[src/rtl/param_universal_shift_register_pkg.sv]
// usr_pkg: op codes, burst FSM states and op classification for the universal shift register
package usr_pkg;
    localparam logic [2:0] OP_HOLD = 3'b000;
    localparam logic [2:0] OP_SHR  = 3'b001;
    localparam logic [2:0] OP_SHL  = 3'b010;
    localparam logic [2:0] OP_LOAD = 3'b011;
    localparam logic [2:0] OP_ROR  = 3'b100;
    localparam logic [2:0] OP_ROL  = 3'b101;
    localparam logic [2:0] OP_ASR  = 3'b110;
    localparam logic [2:0] OP_CLR  = 3'b111;
    typedef enum logic {ST_IDLE, ST_BURST} state_t;
    function automatic logic is_shift_op(input logic [2:0] op);
        return op inside {OP_SHR, OP_SHL, OP_ROR, OP_ROL, OP_ASR};
    endfunction
endpackage

[src/rtl/param_universal_shift_register_if.sv]
// usr_if: command and status signals of the universal shift register
interface usr_if #(
    parameter int WIDTH = 8,
    parameter int CNT_W = $clog2(WIDTH) + 1
);
    logic             en;
    logic [2:0]       op;
    logic             start;
    logic [CNT_W-1:0] count;
    logic             sin_r;
    logic             sin_l;
    logic [WIDTH-1:0] pin;
    logic [WIDTH-1:0] pout;
    logic             sout_r;
    logic             sout_l;
    logic             busy;
    logic             done;
    modport master (
        output en, op, start, count, sin_r, sin_l, pin,
        input  pout, sout_r, sout_l, busy, done
    );
    modport slave (
        input  en, op, start, count, sin_r, sin_l, pin,
        output pout, sout_r, sout_l, busy, done
    );
endinterface

[src/rtl/param_universal_shift_register_step.sv]
// usr_step: one combinational step of the register for a given op
module usr_step import usr_pkg::*; #(
    parameter int WIDTH = 8
) (
    input  logic [WIDTH-1:0] i_r,
    input  logic [2:0]       i_op,
    input  logic             i_sin_r,
    input  logic             i_sin_l,
    input  logic [WIDTH-1:0] i_pin,
    output logic [WIDTH-1:0] o_nxt,
    output logic             o_out_r,
    output logic             o_out_l,
    output logic             o_upd_r,
    output logic             o_upd_l
);
    assign o_out_r = i_r[0];
    assign o_out_l = i_r[WIDTH-1];
    assign o_upd_r = i_op inside {OP_SHR, OP_ROR, OP_ASR};
    assign o_upd_l = i_op inside {OP_SHL, OP_ROL};
    always_comb begin
        o_nxt = i_r;
        case (i_op)
            OP_SHR:  o_nxt = {i_sin_r, i_r[WIDTH-1:1]};
            OP_SHL:  o_nxt = {i_r[WIDTH-2:0], i_sin_l};
            OP_LOAD: o_nxt = i_pin;
            OP_ROR:  o_nxt = {i_r[0], i_r[WIDTH-1:1]};
            OP_ROL:  o_nxt = {i_r[WIDTH-2:0], i_r[WIDTH-1]};
            OP_ASR:  o_nxt = {i_r[WIDTH-1], i_r[WIDTH-1:1]};
            OP_CLR:  o_nxt = '0;
            default: o_nxt = i_r;
        endcase
    end
endmodule

[src/rtl/param_universal_shift_register.sv]
// param_universal_shift_register: universal shift register with a counted burst engine
module param_universal_shift_register import usr_pkg::*; #(
    parameter int WIDTH = 8,
    parameter int CNT_W = $clog2(WIDTH) + 1
) (
    input logic  clk,
    input logic  rst,
    usr_if.slave bus
);
    state_t           r_state, w_state_nxt;
    logic [WIDTH-1:0] r_q, w_q_nxt;
    logic [CNT_W-1:0] r_rem, w_rem_nxt;
    logic [2:0]       r_op, w_op_nxt, w_op;
    logic             r_sout_r, r_sout_l, r_done;
    logic             w_done_nxt, w_step;
    logic             w_out_r, w_out_l, w_upd_r, w_upd_l;
    // A running burst uses its latched op; the live op is ignored until it ends
    assign w_op = (r_state == ST_BURST) ? r_op : bus.op;
    usr_step #(.WIDTH(WIDTH)) u_step (
        .i_r(r_q), .i_op(w_op), .i_sin_r(bus.sin_r), .i_sin_l(bus.sin_l), .i_pin(bus.pin),
        .o_nxt(w_q_nxt), .o_out_r(w_out_r), .o_out_l(w_out_l), .o_upd_r(w_upd_r), .o_upd_l(w_upd_l)
    );
    always_comb begin
        w_state_nxt = r_state;
        w_rem_nxt   = r_rem;
        w_op_nxt    = r_op;
        w_done_nxt  = 1'b0;
        w_step      = 1'b0;
        if (bus.en) begin
            if (r_state == ST_BURST) begin
                w_step    = 1'b1;
                w_rem_nxt = r_rem - CNT_W'(1);
                if (r_rem == CNT_W'(1)) begin
                    w_state_nxt = ST_IDLE;
                    w_done_nxt  = 1'b1;
                end
            end else if (!bus.start) begin
                w_step = 1'b1;
            end else if (bus.count == '0) begin
                w_done_nxt = 1'b1;
            end else begin
                w_step = 1'b1;
                if (!is_shift_op(bus.op) || bus.count == CNT_W'(1)) begin
                    w_done_nxt = 1'b1;
                end else begin
                    w_state_nxt = ST_BURST;
                    w_op_nxt    = bus.op;
                    w_rem_nxt   = bus.count - CNT_W'(1);
                end
            end
        end
    end
    always_ff @(posedge clk) begin
        if (rst) begin
            r_state  <= ST_IDLE;
            r_q      <= '0;
            r_rem    <= '0;
            r_op     <= OP_HOLD;
            r_sout_r <= 1'b0;
            r_sout_l <= 1'b0;
            r_done   <= 1'b0;
        end else begin
            r_state <= w_state_nxt;
            r_rem   <= w_rem_nxt;
            r_op    <= w_op_nxt;
            r_done  <= w_done_nxt;
            if (w_step) r_q <= w_q_nxt;
            if (w_step && w_upd_r) r_sout_r <= w_out_r;
            if (w_step && w_upd_l) r_sout_l <= w_out_l;
        end
    end
    assign bus.pout   = r_q;
    assign bus.sout_r = r_sout_r;
    assign bus.sout_l = r_sout_l;
    assign bus.busy   = (r_state == ST_BURST);
    assign bus.done   = r_done;
endmodule

[src/flat_wrapper.sv]
// flat-port wrapper written by rule: the top's interface ports become plain ports
module param_universal_shift_register_flat import usr_pkg::*;
#(
    parameter int WIDTH = 8,
    parameter int CNT_W = $clog2(WIDTH) + 1
)
  (clk, rst, bus_en, bus_op, bus_start, bus_count, bus_sin_r, bus_sin_l, bus_pin, bus_pout, bus_sout_r, bus_sout_l, bus_busy, bus_done);
  usr_if #(.WIDTH(WIDTH), .CNT_W(CNT_W)) bus_i ();
  input logic clk;
  input logic rst;
  input wire logic [$bits(bus_i.en)-1:0] bus_en;
  input wire logic [$bits(bus_i.op)-1:0] bus_op;
  input wire logic [$bits(bus_i.start)-1:0] bus_start;
  input wire logic [$bits(bus_i.count)-1:0] bus_count;
  input wire logic [$bits(bus_i.sin_r)-1:0] bus_sin_r;
  input wire logic [$bits(bus_i.sin_l)-1:0] bus_sin_l;
  input wire logic [$bits(bus_i.pin)-1:0] bus_pin;
  output wire logic [$bits(bus_i.pout)-1:0] bus_pout;
  output wire logic [$bits(bus_i.sout_r)-1:0] bus_sout_r;
  output wire logic [$bits(bus_i.sout_l)-1:0] bus_sout_l;
  output wire logic [$bits(bus_i.busy)-1:0] bus_busy;
  output wire logic [$bits(bus_i.done)-1:0] bus_done;
  assign bus_i.en = bus_en;
  assign bus_i.op = bus_op;
  assign bus_i.start = bus_start;
  assign bus_i.count = bus_count;
  assign bus_i.sin_r = bus_sin_r;
  assign bus_i.sin_l = bus_sin_l;
  assign bus_i.pin = bus_pin;
  assign bus_pout = bus_i.pout;
  assign bus_sout_r = bus_i.sout_r;
  assign bus_sout_l = bus_i.sout_l;
  assign bus_busy = bus_i.busy;
  assign bus_done = bus_i.done;
  param_universal_shift_register #(.WIDTH(WIDTH), .CNT_W(CNT_W)) u_core (.clk(clk), .rst(rst), .bus(bus_i));
endmodule
[config.mk]
export PLATFORM = sky130hd
export DESIGN_NAME = param_universal_shift_register_flat
export DESIGN_NICKNAME = d
export VERILOG_FILES = /design/src/rtl/param_universal_shift_register_pkg.sv /design/src/rtl/param_universal_shift_register_if.sv /design/src/rtl/param_universal_shift_register_step.sv /design/src/rtl/param_universal_shift_register.sv /design/src/flat_wrapper.sv
export SDC_FILE = /design/constraint.sdc
export NUM_CORES = 1
export LEC_CHECK = 0
export ABC_AREA = 1
export CORE_ASPECT_RATIO = 1.75
export CORE_MARGIN = 1
export CORE_UTILIZATION = 56
export DETAILED_ROUTE_END_ITERATION = 12
export DONT_BUFFER_PORTS = 1
export PLACE_DENSITY = 0.83
export SYNTH_ARGS = -nofsm -noshare
export SYNTH_HDL_FRONTEND = slang
export SYNTH_SLANG_ARGS = --single-unit
[constraint.sdc]
create_clock -name clk -period 1.5 [get_ports clk]
set_clock_uncertainty 0.2 [all_clocks]
set_input_delay 0.225 -clock clk [delete_from_list [all_inputs] [get_ports clk]]
set_output_delay 0.225 -clock clk [all_outputs]
set_load 0.01 [all_outputs]
# Yosys cells after proc, flatten, opt, wreduce, memory -nomap -nowiden
# Cells that the tools add are included.
[word_totals]
ff_bits = 19
latchBits = 0
mem_bits_rw = 0
mem_bits_ro = 0
wordCells = 67
memories = 0
[classes]
addsub = 2
mul = 0
div_mod_pow = 0
order_cmp = 0
eq_ne = 16
shift = 0
n_mux = 20
n_bitwise = 5
n_reduce_logical = 16
[ops]
columns = ["op", "count"]
rows = [
  ["case mux 8 bit (7 select lines)", 1],
  ["equality test 3 bit (second input constant)", 7],
  ["2-to-1 mux 4 bit", 4],
  ["2-to-1 mux 1 bit", 14],
  ["equality test 3 x 2 -> 1 bit (second input constant)", 3],
  ["equality test 4 x 1 -> 1 bit (second input constant)", 2],
  ["subtractor 4 x 1 -> 4 bit (second input constant)", 2],
  ["nonzero test 7 bit", 1],
  ["equality test 3 x 1 -> 1 bit (second input constant)", 2],
  ["nonzero test 6 bit", 1],
  ["NOT 1 bit", 5],
  ["AND reduction 5 bit", 1],
  ["nonzero test 5 bit", 1],
  ["zero test 4 bit", 1],
  ["!= test 2 x 1 -> 1 bit (second input constant)", 2],
  ["AND reduction 4 bit", 1],
  ["nonzero test 2 bit", 2],
  ["2-to-1 mux 3 bit", 1],
  ["AND reduction 3 bit", 1],
  ["nonzero test 3 bit", 1],
  ["logical AND 1 bit", 2],
  ["AND reduction 2 bit", 1],
  ["OR reduction 2 bit", 1],
  ["zero test 1 bit", 1],
  ["logical OR 1 bit", 1],
]

# Longest topological paths before layout
# Gate-level depths: netlist of the first run.
[logic_depth]
depth_word = 8
mapped_depth = 11
mapped_depth_nobuf = 10

# Modules after synthesis
# Synthesis of the first run repeated with hierarchy kept, for this count alone.
[hier_totals]
cells_unflattened = 227
hier_area_um2 = 1452.6
[modules_own_cells]
columns = ["mod", "instances", "cells_each", "area_per_inst_um2"]
rows = [
  ["param_universal_shift_register", 1, 160, 1092.3],
  ["usr_step", 1, 67, 360.3],
]

# Least setup slack after synthesis of the first run
# Ideal clock, no wire load.
[synth_timing]
path_type = "reg-to-reg"
startpoint = "reg u_core.r_state, in the netlist u_core.bus.busy"
endpoint = "reg u_core.r_q[5], in the netlist u_core.bus.pout[5]"
arrival_time_ns = 1.200
required_ns = 1.187
setup_slack_ns = -0.014
stages_incl_launch_ff = 11
path_buffers = 1
period_less_slack_ns = 1.514
cell_sequence = "dfxtp_1 buf_6 nand2_2 nand2_4 nand2_2 nor2_4 nor2_8 nor2_1 nor2_1 o21ai_1 inv_1"
[synth_between]
elab_chain_len = 4
word_cells_on_any_way = 13
cone_classes = "7 x eq/ne; 4 x mux; 2 x reduce/logical"
[synth_lines]
columns = ["element", "line_no", "text"]
rows = [
  ["from (decl)", "param_universal_shift_register.sv:10", "state_t r_state, w_state_nxt;"],
  ["from (signal assigned)", "param_universal_shift_register.sv:63", "r_state <= w_state_nxt;"],
  ["2-to-1 mux 3 bit", "param_universal_shift_register.sv:18", "assign w_op = (r_state == ST_BURST) ? r_op : bus.op;"],
  ["equality test 3 x 1 -> 1 bit (tied with other cells)", "param_universal_shift_register_step.sv:22", "case (i_op)"],
  ["nonzero test 7 bit (no line)", "-", ""],
  ["AND reduction 2 bit (no line)", "-", ""],
  ["to (signal assigned)", "param_universal_shift_register.sv:67", "if (w_step) r_q <= w_q_nxt;"],
  ["to (decl)", "param_universal_shift_register.sv:11", "logic [WIDTH-1:0] r_q, w_q_nxt;"],
]
# Parallel ways exist; a longest one is shown, timed or not.
# A chain may end at the register's enable or synchronous reset.

# Worst setup path after layout of the first run
[layout_timing]
startpoint = "reg u_core.r_state, in the netlist u_core.bus.busy"
endpoint = "reg u_core.r_q[7], in the netlist u_core.bus.pout[7]"
[layout_between]
elab_chain_len = 4
word_cells_on_any_way = 14
cone_classes = "7 x eq/ne; 4 x mux; 1 x bitwise; 2 x reduce/logical"
[layout_lines]
columns = ["element", "line_no"]
rows = [
  ["2-to-1 mux 3 bit", "param_universal_shift_register.sv:18"],
  ["equality test 3 x 1 -> 1 bit (tied with other cells)", "param_universal_shift_register_step.sv:22"],
  ["nonzero test 6 bit (no line) or NOT 1 bit (tied branches)", "-"],
  ["AND reduction 3 bit (no line)", "-"],
]
# Parallel ways exist; a longest one is shown, timed or not.

==> results of run 1 <==
-- cell type report --
type                            count  area [um^2]  share of cell area
Sequential cell                    19          382               0.234
Tap cell                           25         31.3              0.0192
Clock buffer                        3         41.3              0.0253
Inverter                           22         97.6              0.0598
Timing Repair Buffer               12          108              0.0660
Clock inverter                      1         5.00             0.00307
Multi-Input combinational cell    162          967               0.593
-- path summary, 6_finish.rpt --
check / end / slack [ns] / cells past startpoint
setup / recovery: u_core.bus.pout[7]$_SDFFE_PP0P_ / -0.05 / 10
hold / removal: u_core.bus.pout[7]$_SDFFE_PP0P_ / -0.19 / 1
setup reg to reg: u_core.bus.pout[7]$_SDFFE_PP0P_ / -0.05 / 10
hold reg to reg: u_core.bus.sout_l$_SDFFE_PP0P_ / 0.31 / 2
-- metrics by stage --
step	cell area (um^2)	setup TNS (ns)
after detailed placement	1470	-0.522
after global routing	1630	-0.963
after global placement	1470	-0.0126
after CTS	1560	-0.0508
final	1630	-0.215
after floorplan	1410	0
-- power breakdown --
part           total [mW]  leakage, nW  switching [mW]  internal [mW]
registers           0.591        0.156          0.0496          0.541
logic               0.416        0.544           0.254          0.162
clock network       0.370       0.0255           0.185          0.185
-- kinds of logic (layout without fill, tap and decap cells) --
| group | Yosys count | in the layout |
|---|---|---|
| buf+inv | 27 | 38 |
| simple gates | 121 | 122 |
| fa+ha+maj | 4 | 4 |
| xor+xnor | 2 | 2 |
| flops | 19 | 19 |
| mux | 1 | 1 |
| compound gates | 33 | 33 |
-- placed cells by master, fill, tap and decap left out, drive strengths merged, types with 2 or more instances in the layout --
cell type    count
xnor2            2
nand2           70
ha               4
nand4            4
nor3             2
a21oi           12
dfxtp           19
buf             10
o21ai           19
nand3           17
nor2            29
clkbuf           3
dlygate4sd3      2
inv             22
-- layer usage --
metal / wire length (um) / up-vias
li1: - / 690
met1: 1230 / 667
met2: 2110 / 54
met3: 157 / 13
met4: 129 / 0
met5: 0 / -
-- worst register-to-register path, cell delays in order (launching register included) --
cell,delay (ns)
dfxtp_2,0.33
buf_12,0.14
inv_12,0.08
nand2_1,0.07
nand2_2,0.14
nand3_2,0.13
nor2_1,0.13
nor2_1,0.05
nand2_1,0.05
nand2_1,0.06
a21oi_2,0.10
-- sequential cells by signal, indices dropped and copies added (netlist names) --
name               cells
u_core.bus.pout        8
u_core.bus.sout_r      1
u_core.bus.sout_l      1
u_core.r_rem           4
u_core.bus.busy        1
u_core.bus.done        1
u_core.r_op            3
-- repair_timing --
item,CTS,global route
buffers inserted,1,1
endpoints found under the setup margin,6,14
pin swaps,1,5
hold endpoints to repair,12,10
gates cloned,0,1
resized for setup,3,14
==> metrics.txt, run 1 <==
delay-heaviest family, CP simple AND/OR/NAND/NOR gates; Die Height 68.2 um; hold crit path type input pin to flop; Non-Filler Instances 244; Final Core Density 0.700; post-synthesis xor/xnor area fraction 0.0125; met2 Use GR 0.553; result of the run finished with violations; largest family of logic cells by synthesized area simple AND/OR/NAND/NOR gates; final hold viol count 10; Post-Syn Area 1400 um^2; max_cap viols 0; cell taking the most area after synthesis dfxtp_1; Synth top cells by count 49 x nand2_1, 25 x nor2_1, 20 x inv_1; CP dominant cell by count nand2_1; Fin Hold WS -0.185 ns; final worst slack -0.0515 ns; CP max FO 9; hold path start rst; antenna violations before repair 0; Worst-Margin Slew 0.303 ns; Placed Cells 235; setup violators final 8; Startpoint Class flop; Setup CP Type flop to flop; Core ar. 2330 um^2; Compound-Gate Fraction of Synth Area 0.126; adder-cell share of the synthesized area 0.0357; Clock Sinks 19; GRT Util Overall 0.273; crit path time final 1.55 ns; Buf+Inv Stages, Crit Path 2; die footprint 2720 um^2; final wirelength 3620 um; Power Total 1.38 mW; met3 global-route usage 0.0487; maximum vdd drop 615 uV; Critical Path RT 1.50 ns; Post-synth EDFFs 0; Final ANT Viol Nets 0; fraction of layout cells with a size suffix above 1 0.251; global-route wire length before repair 5160 um; Worst-path clk slew 0.07 ns; clock tree buffer depth 2; Peak Freq 645 MHz; Ports 33; Die Width 39.9 um; Yosys cell types 29; vias in the first global route 1349; residual overflow from global routing 0; n_diodes 0; vias per cell 5.84; Rows 23; period utilisation layout 1.03; Clock H-tree levels 1; Critical R2R Launch u_core.bus.busy$_SDFFE_PP0P_; ys flop type dfxtp_1; synthesized flop and latch total 19; Initial Utilization 0.602; crit path launch u_core.bus.busy$_SDFFE_PP0P_; DRC violations left 0; Iter 0 DRT Violations 45; Vias 1424; routed length per instance 14.9 um; post-synthesis instance total 207; # fillers 191; Slowest cell on crit path dfxtp_2; syn nets 232; Layout Area Growth over Synthesis 16.2%; RSZ-0062 raised after global routing true; DP Wirelength 2630 um; grt peak-use layer met2; largest net degree at the start of global routing 13; RD Place Congestion 0.927; cts bufs inserted 3; CTS hold repair buffers 2; Synth async-reset ratio 0; PwrDens 844 nW/um^2; CTS tree yes; Largest stage delay, worst path 0.33 ns; top post-synthesis cells by area dfxtp_1 27%, nand2_1 13%, nand2_4 7.2%; violated checks hold timing, setup timing; Simple-Gate Fraction of Synth Area 0.455; mux cell area share after synthesis 0.00713; P_leak 0.725 nW; headroom to the max-slew limit 0.798; Pre-antenna DRT Iters 4; CP cell instances buf_12 > inv_12 > nand2_1 > nand2_2 > nand3_2 > nor2_1 > nor2_1 > nand2_1 > nand2_1 > a21oi_2; max-slew violations 0; count leader, synth nand2_1; DP Worst Slack -0.0872 ns; sequential element share of the synthesized area 0.271; syn_area_per_cell 6.78 um^2; share of the synthesized area in the top cell type 0.271; Syn. warnings 0; CP arrival 1.56 ns; Critical Path Sink Type flop; met1 usage 0.200; # port buffers 0; clock root cell clkbuf_8; worst skew pair latency 0.26 ns; nets@finish 245
No activity file was read; power rests on OpenSTA's default activity.
==> run 2: changes to the inputs <==
==> constraint.sdc (replaced) <==
create_clock -name clk -period 1.5 [get_ports clk]
set_clock_uncertainty 0.2 [all_clocks]
set_input_delay 0.375 -clock clk [delete_from_list [all_inputs] [get_ports clk]]
set_output_delay 0.375 -clock clk [all_outputs]
set_load 0.01 [all_outputs]
==> metrics.txt, run 2 (synthesis results as in run 1) <==
Initial Utilization 0.602 (unchanged); hold path start bus_op[1]; residual overflow from global routing 0 (unchanged); fraction of layout cells with a size suffix above 1 0.261 (+0.0103); Vias 1391 (-2.3%); Peak Freq 655 MHz (+1.7%); final worst slack -0.0262 ns (+0.0253 ns); Ports 33 (unchanged); setup violators final 3 (-5); crit path launch u_core.bus.busy$_SDFFE_PP0P_; CP cell instances inv_12 > nand2_4 > nand2_4 > buf_4 > nand3_1 > nand3_1 > nor2_1 > nand2_1 > a21oi_2; vias in the first global route 1309 (-3.0%); most common cell after layout, fill and taps aside nand2_1; P_leak 0.722 nW (-0.48%); Core ar. 2330 um^2 (unchanged); RSZ-0062 raised after global routing true; cts bufs inserted 3 (unchanged); # port buffers 0 (unchanged); Setup CP Type flop to flop; delay-heaviest family, CP simple AND/OR/NAND/NOR gates; GRT Util Overall 0.270 (-0.00331); r2r setup slk -0.03 ns (+0.03 ns); crit path time final 1.53 ns (-0.0253 ns); die footprint 2720 um^2 (unchanged); # fillers 189 (-1.0%); worst skew pair latency 0.26 ns (about the same); Clock H-tree levels 1 (unchanged); most frequent cells in the layout 46 x nand2_1, 25 x nor2_1, 19 x inv_1; max-slew violations 0 (unchanged); nets@finish 244 (-0.41%); Die Width 39.9 um (unchanged); maximum vdd drop 599 uV (-2.7%); Slowest cell on crit path dfxtp_4; Net Sw Power 0.482 mW (-1.3%); Reg area 384 um^2 (+0.66%); hold crit path type input pin to flop; Final ANT Viol Nets 0 (unchanged); Clock Sinks 19 (unchanged); Clock power frac 0.268 (about the same); Buf+Inv Stages, Crit Path 2 (unchanged); CTS tree yes; final hold viol count 0 (-10); Critical Path RT 1.50 ns (about the same); vias per cell 5.72 (-1.9%); Worst-path clk slew 0.07 ns (about the same); n_diodes 0 (unchanged); Power Total 1.37 mW (-0.77%); Post-CTS Setup Inserts 0 (-1); DP Wirelength 2550 um (-3.0%); clock tree buffer depth 2 (unchanged); clock root cell clkbuf_8; antenna violations before repair 0 (unchanged); CP arrival 1.53 ns (-0.03 ns); RD Place Congestion 0.818 (-12%); sequential share of power 0.435 (+0.006); largest net degree at the start of global routing 14 (+1); PwrDens 833 nW/um^2 (-1.3%); final wirelength 3480 um (-3.9%); Layout Area Growth over Synthesis 16.8%; DRC violations left 0 (unchanged); multi-input logic area 988 um^2 (+2.2%); violated checks setup timing; global-route wire length before repair 5100 um (-1.2%); routed length per instance 14.3 um (-3.5%); P_int 0.885 mW (-0.51%); headroom to the max-slew limit 0.742 (-0.0555); Critical Path Sink Type flop; Largest stage delay, worst path 0.45 ns (+0.12 ns); result of the run finished with violations; Critical R2R Launch u_core.bus.busy$_SDFFE_PP0P_; CP max FO 8 (-1); switching share of total power 0.353 (-0.00172); Placed Cells 237 (+0.85%); Die Height 68.2 um (unchanged); Startpoint Class flop; period utilisation layout 1.02 (-0.0168); Non-Filler Instances 243 (-0.41%); Pre-antenna DRT Iters 4 (unchanged); Combinational Power Share 0.297 (-0.005); max FFs per register 8 (unchanged); Rows 23 (unchanged); Iter 0 DRT Violations 34 (-24%); max_cap viols 0 (unchanged); Worst-Margin Slew 0.385 ns (+0.0825 ns)
[run 2: area by class of cell]
class / count / share of cell area
multi-input cells: 162 / 0.603
flip-flops and latches: 19 / 0.234
inverters: 22 / 0.0595
repair buffers: 11 / 0.0564
clock buffers: 3 / 0.0252
well taps: 25 / 0.0191
clock inverters: 1 / 0.00305
[run 2: power groups by stage]
stage	combinational, mW	clock [mW]	sequential, mW
2_1_floorplan	0.299	0	0.587
3_3_place_gp	0.344	0	0.605
3_5_place_dp	0.358	0	0.606
4_1_cts	0.370	0.373	0.594
5_1_grt	0.446	0.388	0.600
6_report	0.406	0.366	0.594
[run 2: per-stage QoR]
| stage | area, um^2 | hold slack (ns) | utilization | TNS [ns] | setup WS (ns) |
|---|---|---|---|---|---|
| finish | 1640 | 0.0545 | 0.704 | -0.0418 | -0.0262 |
| CTS | 1570 | 0.0548 | 0.675 | 0 | 0.0112 |
| global route | 1640 | 0.0582 | 0.704 | -0.727 | -0.0991 |
| floorplan | 1430 | 0.259 | - | 0 | 0.00199 |
| global placement | 1500 | 0.241 | 0.644 | -0.645 | -0.100 |
| detailed placement | 1500 | 0.241 | 0.644 | -1.50 | -0.154 |
[run 2: worst paths after layout]
kind	end	depth (start not counted)
hold / removal	u_core.r_op[1]$_SDFFE_PP0P_	2
hold reg to reg	u_core.r_op[0]$_SDFFE_PP0P_	2
setup / recovery	u_core.bus.pout[7]$_SDFFE_PP0P_	9
setup reg to reg	u_core.bus.pout[7]$_SDFFE_PP0P_	9
[run 2: per-layer routing]
metal  GRT usage  wire (um)  vias up
met5           0          0        -
met4       0.103         85        0
met3      0.0584        162       11
met2       0.549       1990       48
met1       0.226       1250      648
li1            -          -      684
[run 2: timing repair]
item / 4_1_cts / 5_1_grt
setup endpoints to repair: 16 / 12
cloned: 0 / 1
hold buffers: 1 / 0
endpoints found under the hold margin: 7 / 0
gates resized for setup: 4 / 13
pin swaps: 0 / 7
